<file path="config.mk">
export PLATFORM = sky130hd
export DESIGN_NAME = trig_frame_scheduler_flat
export DESIGN_NICKNAME = d
export VERILOG_FILES = /design/src/rtl/trig_frame_scheduler_pkg.sv /design/src/rtl/trig_frame_scheduler_if.sv /design/src/rtl/trig_frame_scheduler_rr_arbiter.sv /design/src/rtl/trig_frame_scheduler.sv /design/src/flat_wrapper.sv
export SDC_FILE = /design/constraint.sdc
export NUM_CORES = 1
export LEC_CHECK = 0
export BUFFER_PORTS_ARGS = -buffer_cell sky130_fd_sc_hd__clkbuf_2
export CORE_MARGIN = 4
export CORE_UTILIZATION = 54
export DETAILED_ROUTE_END_ITERATION = 12
export PLACE_DENSITY = 0.81
export RECOVER_POWER = 25
export SYNTH_ARGS = -nofsm -noshare
export SYNTH_HDL_FRONTEND = slang
export SYNTH_SLANG_ARGS = --single-unit
</file>
<file path="constraint.sdc">
create_clock -name fastclk -period 2.3 [get_ports fastclk]
set_input_delay 0.115 -clock fastclk [delete_from_list [all_inputs] [get_ports fastclk]]
set_output_delay 0.115 -clock fastclk [all_outputs]
set_load 0.005 [all_outputs]
</file>
<file path="src/rtl/trig_frame_scheduler_pkg.sv">
// Shared constants and state encoding for the frame-aligned trigger scheduler.
package trig_sched_pkg;

   localparam logic [1:0] PH_FIRST    = 2'd0;
   localparam logic [1:0] PH_LAST     = 2'd3;
   localparam int         HOLDOFF_MAX = 15;

   typedef enum logic [1:0] {
      IDLE = 2'd0,
      FIRE = 2'd1,
      HOLD = 2'd2
   } sched_state_t;

endpackage

</file>
<file path="src/rtl/trig_frame_scheduler_if.sv">
// Request/trigger bundle between the requesters (master) and the scheduler (slave).
// With TRIG_SCHED_STATS_EN defined, the trigger/drop statistics counters are carried too.
interface trig_frame_scheduler_if #(
   parameter int NREQ = 4,
   parameter int IDW  = 2
);
   logic            en;
   logic [NREQ-1:0] req;
   logic            ovf_clr;
   logic [1:0]      phase;
   logic            trig_out;
   logic [IDW-1:0]  trig_id;
   logic            busy;
   logic            overflow;
`ifdef TRIG_SCHED_STATS_EN
   logic [15:0]     trig_count;
   logic [15:0]     drop_count;

   modport master (
      output en, req, ovf_clr,
      input  phase, trig_out, trig_id, busy, overflow, trig_count, drop_count
   );
   modport slave (
      input  en, req, ovf_clr,
      output phase, trig_out, trig_id, busy, overflow, trig_count, drop_count
   );
`else
   modport master (
      output en, req, ovf_clr,
      input  phase, trig_out, trig_id, busy, overflow
   );
   modport slave (
      input  en, req, ovf_clr,
      output phase, trig_out, trig_id, busy, overflow
   );
`endif
endinterface

</file>
<file path="src/rtl/trig_frame_scheduler_rr_arbiter.sv">
// Combinational round-robin picker: first set request strictly after ptr, wrapping.
module rr_arbiter #(
   parameter int NREQ = 4,
   parameter int IDW  = 2
) (
   input  logic [NREQ-1:0] req,
   input  logic [IDW-1:0]  ptr,
   output logic [IDW-1:0]  winner,
   output logic            valid
);

   logic [IDW-1:0] idx;

   always_comb begin
      winner = ptr;
      valid  = 1'b0;
      idx    = '0;
      // Farthest candidate first, so the nearest one after ptr is the last to overwrite.
      for (int k = NREQ; k >= 1; k--) begin
         idx = IDW'((int'(ptr) + k) % NREQ);
         if (req[idx]) begin
            winner = idx;
            valid  = 1'b1;
         end
      end
   end

endmodule

</file>
<file path="src/rtl/trig_frame_scheduler.sv">
// Frame-aligned round-robin trigger scheduler with post-trigger holdoff.
// Optional TRIG_SCHED_STATS_EN adds saturating trigger/drop counters.
//
// state | meaning
// IDLE  | no trigger in flight; arbitrate at every frame boundary
// FIRE  | trig_out high for the whole current frame
// HOLD  | forced idle frames; hold_cnt counts boundaries down to re-arbitration
module trig_frame_scheduler
   import trig_sched_pkg::*;
#(
   parameter int NREQ    = 4,
   parameter int HOLDOFF = 2,
   parameter int IDW     = 2
) (
   input logic                   fastclk,
   input logic                   reset,
   trig_frame_scheduler_if.slave bus
);

   logic [1:0]      phase;
   sched_state_t    state;
   logic [NREQ-1:0] pending;
   logic [IDW-1:0]  rr_ptr;
   logic [3:0]      hold_cnt;
   logic            trig_out;
   logic [IDW-1:0]  trig_id;
   logic            overflow;

   logic            boundary;
   logic            arb_now;
   logic            grant;
   logic [IDW-1:0]  win_idx;
   logic            win_vld;
   logic [NREQ-1:0] grant_vec;
   logic [NREQ-1:0] drop_vec;

   rr_arbiter #(.NREQ(NREQ), .IDW(IDW)) u_arb (
      .req    (pending),
      .ptr    (rr_ptr),
      .winner (win_idx),
      .valid  (win_vld)
   );

   assign boundary = (phase == PH_LAST);

   always_comb begin
      arb_now = 1'b0;
      if (boundary) begin
         case (state)
            IDLE:    arb_now = 1'b1;
            FIRE:    arb_now = (HOLDOFF == 0);
            HOLD:    arb_now = (hold_cnt <= 4'd1);
            default: arb_now = 1'b0;
         endcase
      end
   end

   assign grant     = arb_now && bus.en && win_vld;
   assign grant_vec = grant ? (NREQ'(1) << win_idx) : '0;
   // A repeat request is only lost when the same cycle does not also consume it.
   assign drop_vec  = bus.req & pending & ~grant_vec;

   always_ff @(posedge fastclk or posedge reset) begin
      if (reset) begin
         phase    <= PH_FIRST;
         state    <= IDLE;
         pending  <= '0;
         rr_ptr   <= IDW'(NREQ - 1);
         hold_cnt <= '0;
         trig_out <= 1'b0;
         trig_id  <= '0;
         overflow <= 1'b0;
      end else begin
         phase   <= phase + 2'd1;
         pending <= (pending & ~grant_vec) | bus.req;
         if (|drop_vec)
            overflow <= 1'b1;
         else if (bus.ovf_clr)
            overflow <= 1'b0;
         if (boundary && state == HOLD)
            hold_cnt <= hold_cnt - 4'd1;
         if (grant) begin
            state    <= FIRE;
            trig_out <= 1'b1;
            trig_id  <= win_idx;
            rr_ptr   <= win_idx;
         end else if (arb_now) begin
            state    <= IDLE;
            trig_out <= 1'b0;
         end else if (boundary && state == FIRE) begin
            state    <= HOLD;
            trig_out <= 1'b0;
            hold_cnt <= 4'(HOLDOFF);
         end
      end
   end

   assign bus.phase    = phase;
   assign bus.trig_out = trig_out;
   assign bus.trig_id  = trig_id;
   assign bus.busy     = (state != IDLE) || (|pending);
   assign bus.overflow = overflow;

`ifdef TRIG_SCHED_STATS_EN
   logic [15:0] trig_count;
   logic [15:0] drop_count;

   always_ff @(posedge fastclk or posedge reset) begin
      if (reset) begin
         trig_count <= '0;
         drop_count <= '0;
      end else begin
         if (grant && trig_count != 16'hFFFF)
            trig_count <= trig_count + 16'd1;
         if ((|drop_vec) && drop_count != 16'hFFFF)
            drop_count <= drop_count + 16'd1;
      end
   end

   assign bus.trig_count = trig_count;
   assign bus.drop_count = drop_count;
`endif

endmodule

</file>
<file path="src/flat_wrapper.sv">
// flat-port wrapper written by rule: the top's interface ports become plain ports
module trig_frame_scheduler_flat import trig_sched_pkg::*;
#(
   parameter int NREQ    = 4,
   parameter int HOLDOFF = 2,
   parameter int IDW     = 2
)
  (fastclk, reset, bus_en, bus_req, bus_ovf_clr, bus_phase, bus_trig_out, bus_trig_id, bus_busy, bus_overflow);
  trig_frame_scheduler_if #(.NREQ(NREQ), .IDW(IDW)) bus_i ();
  input logic fastclk;
  input logic reset;
  input wire logic [$bits(bus_i.en)-1:0] bus_en;
  input wire logic [$bits(bus_i.req)-1:0] bus_req;
  input wire logic [$bits(bus_i.ovf_clr)-1:0] bus_ovf_clr;
  output wire logic [$bits(bus_i.phase)-1:0] bus_phase;
  output wire logic [$bits(bus_i.trig_out)-1:0] bus_trig_out;
  output wire logic [$bits(bus_i.trig_id)-1:0] bus_trig_id;
  output wire logic [$bits(bus_i.busy)-1:0] bus_busy;
  output wire logic [$bits(bus_i.overflow)-1:0] bus_overflow;
  assign bus_i.en = bus_en;
  assign bus_i.req = bus_req;
  assign bus_i.ovf_clr = bus_ovf_clr;
  assign bus_phase = bus_i.phase;
  assign bus_trig_out = bus_i.trig_out;
  assign bus_trig_id = bus_i.trig_id;
  assign bus_busy = bus_i.busy;
  assign bus_overflow = bus_i.overflow;
  trig_frame_scheduler #(.NREQ(NREQ), .HOLDOFF(HOLDOFF), .IDW(IDW)) u_core (.fastclk(fastclk), .reset(reset), .bus(bus_i));
endmodule
</file>
==> results.txt <==
final WL = 2010 um
CTS tree = yes
Setup violations, final = 0
Worst Skew = 0.000904 ns
Tot GR Track Use = 0.177
Setup CP Type = reg2reg
critical path required time = 2.46 ns
Least-Margin Pin Slew = 0.645 ns
commonest non-fill, non-tap cell in the layout = nand2_1
DRC viols = 0
outcome = complete, no violations
Cell Area, Synth = 943 um^2
Syn Nets = 111
starting DRC count in detailed routing = 20
Max Cap Viol = 0
Max Root-Sink Buffers = 2
Top Metal Used = met4
drt via density = 6.00
top-area cell type share of the netlist area = 0.398
Finished Cell Area = 0.00107 mm^2
CTS root buf = clkbuf_4
Starting Density = 0.598
number of global-route vias before repair = 781
Worst-Skew Late Latency = 0.29 ns
clk slew on worst S/H paths = 0.09 ns
Area Overhead vs Synth = 13.8%
placed instance area = 0.00104 mm^2
Die Span X = 49.8 um
initial antenna violation count = 0
Power Density = 1070 mW/mm^2
Yosys warning total = 0
Max Clock Freq = 0.468 GHz
Worst slew margin = 0.570
CTS buffer count = 3
Wirelength per Cell = 14.9 um
row cnt = 14
core area = 0.00158 mm^2
Final Slew Violations = 0
crit-path max FO = 7
die area = 0.00248 mm^2
met3 wire len = 80 um
Syn Area/Cell = 9.43 um^2
drt first pass iters = 5
Synth async-reset ratio = 1.00
# IOs = 15
number of clock sinks = 17
maximum VDD drop = 598 uV
grt total ovfl = 0
RSZ-0062 raised after global routing = false
share of layout cells above drive strength 1 = 0.244
type of origin of the critical path = register
main flop type after synthesis = dfrtp_1
EDFF count, synth = 0
worst min path class = in2reg
Layout fillers = 132
nets@finish = 131
final cycle utilization of the critical path = 0.930
P_leak = 0.481 nW
I/O Buffers = 14
ANT nets after route = 0
Tmin final = 2.14 ns
Crit path arrival time = 2.30 ns
largest net degree at the start of global routing = 18
CP Capture Type = register
Area contributors post-synth = dfrtp_1 40%, nand2_1 6.4%, dfstp_2 5.6%
chip height = 49.8 um
total negative slack = 0 ns
Distinct cells, synth = 41
multi-input logic area = 482 um^2
Met2 Wirelength = 992 um
Post-DP HPWL = 1550 um
sequential share of the synthesized area = 0.454
H-tree lvl count = 1
antenna cells = 0
Placer Congestion = 0.915
most frequent cells in the layout = 16 x nand2_1, 15 x dfrtp_1, 11 x clkbuf_2
cell taking the most area after synthesis = dfrtp_1
final hold vios = 0
# Post-CTS Setup Buffers = 0
FF+latch area = 428 um^2
first-pass GRT wire length = 3460 um
Seq cells post-synth = 17
via count = 810
met1 wire length = 910 um
Syn Inst Count = 100
[cell type report]
cell class              instances  share of cell area
repair buffers                 17              0.0851
clock buffers                   4              0.0245
multi-input cells              74               0.449
well taps                      16              0.0186
inverters                       7              0.0245
flip-flops and latches         17               0.399
[final timing paths]
check	from	endpoint	slack (ns)	cells past startpoint
min reg2reg	u_core.bus.phase[0]$_DFF_PP0_	u_core.bus.phase[0]$_DFF_PP0_	0.46	1
min in group asynchronous	reset	u_core.bus.phase[1]$_DFF_PP0_	0.44	3
min	bus_req[1]	u_core.pending[1]$_DFF_PP0_	0.03	2
max in group asynchronous	reset	u_core.bus.overflow$_DFFE_PP0P_	1.45	3
max	u_core.bus.phase[0]$_DFF_PP0_	u_core.bus.overflow$_DFFE_PP0P_	0.16	6
max reg2reg	u_core.bus.phase[0]$_DFF_PP0_	u_core.bus.overflow$_DFFE_PP0P_	0.16	6
[power by group]
part / switching (mW) / internal, mW
logic: 0.240 / 0.233
registers: 0.115 / 0.404
clock network: 0.0929 / 0.0675
[timing repair]
item	CTS	global route
setup endpoints to repair	0	0
hold buffers	1	0
gates resized for setup	0	0
hold endpoints to repair	15	0
[cells by family after synthesis]
family                     after synthesis  synth area share
adders and majority gates                3            0.0398
muxes                                    3            0.0358
AOI/OAI and AO/OA                       27             0.196
and+or+nand+nor                         41             0.239
DFF                                     17             0.454
buffers and inverters                    9            0.0358
[registers in the layout (all words and copies together), names as in the netlist]
name / cells
u_core.bus.phase: 2
u_core.hold_cnt: 4
u_core.bus.trig_id: 2
u_core.pending: 4
u_core.bus.overflow: 1
u_core.rr_ptr: 2
u_core.state: 2
[through the flow]
step                       util  instances  power, mW  hold slack, ns  setup WS [ns]
after floorplan               -        100      0.835          0.0396          0.291
after global placement    0.660        130      0.966           0.201          0.254
after detailed placement  0.660        130      0.989           0.211          0.179
after CTS                 0.683        135       1.15          0.0295          0.157
after global routing      0.681        135       1.24          0.0307         0.0263
final                     0.681        135       1.15          0.0256          0.161
[cells in the mapped netlist (2+ instances only)]
| master | instances |
|---|---|
| o21ai_0 | 8 |
| a21oi_1 | 4 |
| dfrtp_1 | 15 |
| nand2b_1 | 5 |
| nand2_1 | 16 |
| dfstp_2 | 2 |
| nor2_1 | 3 |
| mux2_2 | 3 |
| clkbuf_1 | 2 |
| nor3b_1 | 2 |
| inv_1 | 7 |
| nor3_1 | 2 |
| ha_1 | 3 |
[critical path, cell delays in order (launching register included)]
cell	delay, ns
dfrtp_1	0.38
ha_1	0.30
and2b_2	0.22
nand3_1	0.08
or4b_4	0.57
o32ai_1	0.31
o2111ai_1	0.14
[per-layer routing]
layer / vias up / track usage
li1: 396 / -
met1: 390 / 0.244
met3: 4 / 0.0241
met5: - / 0
met2: 20 / 0.293
met4: 0 / 0.0415
Note: power is estimated with default switching activity, not from simulation.
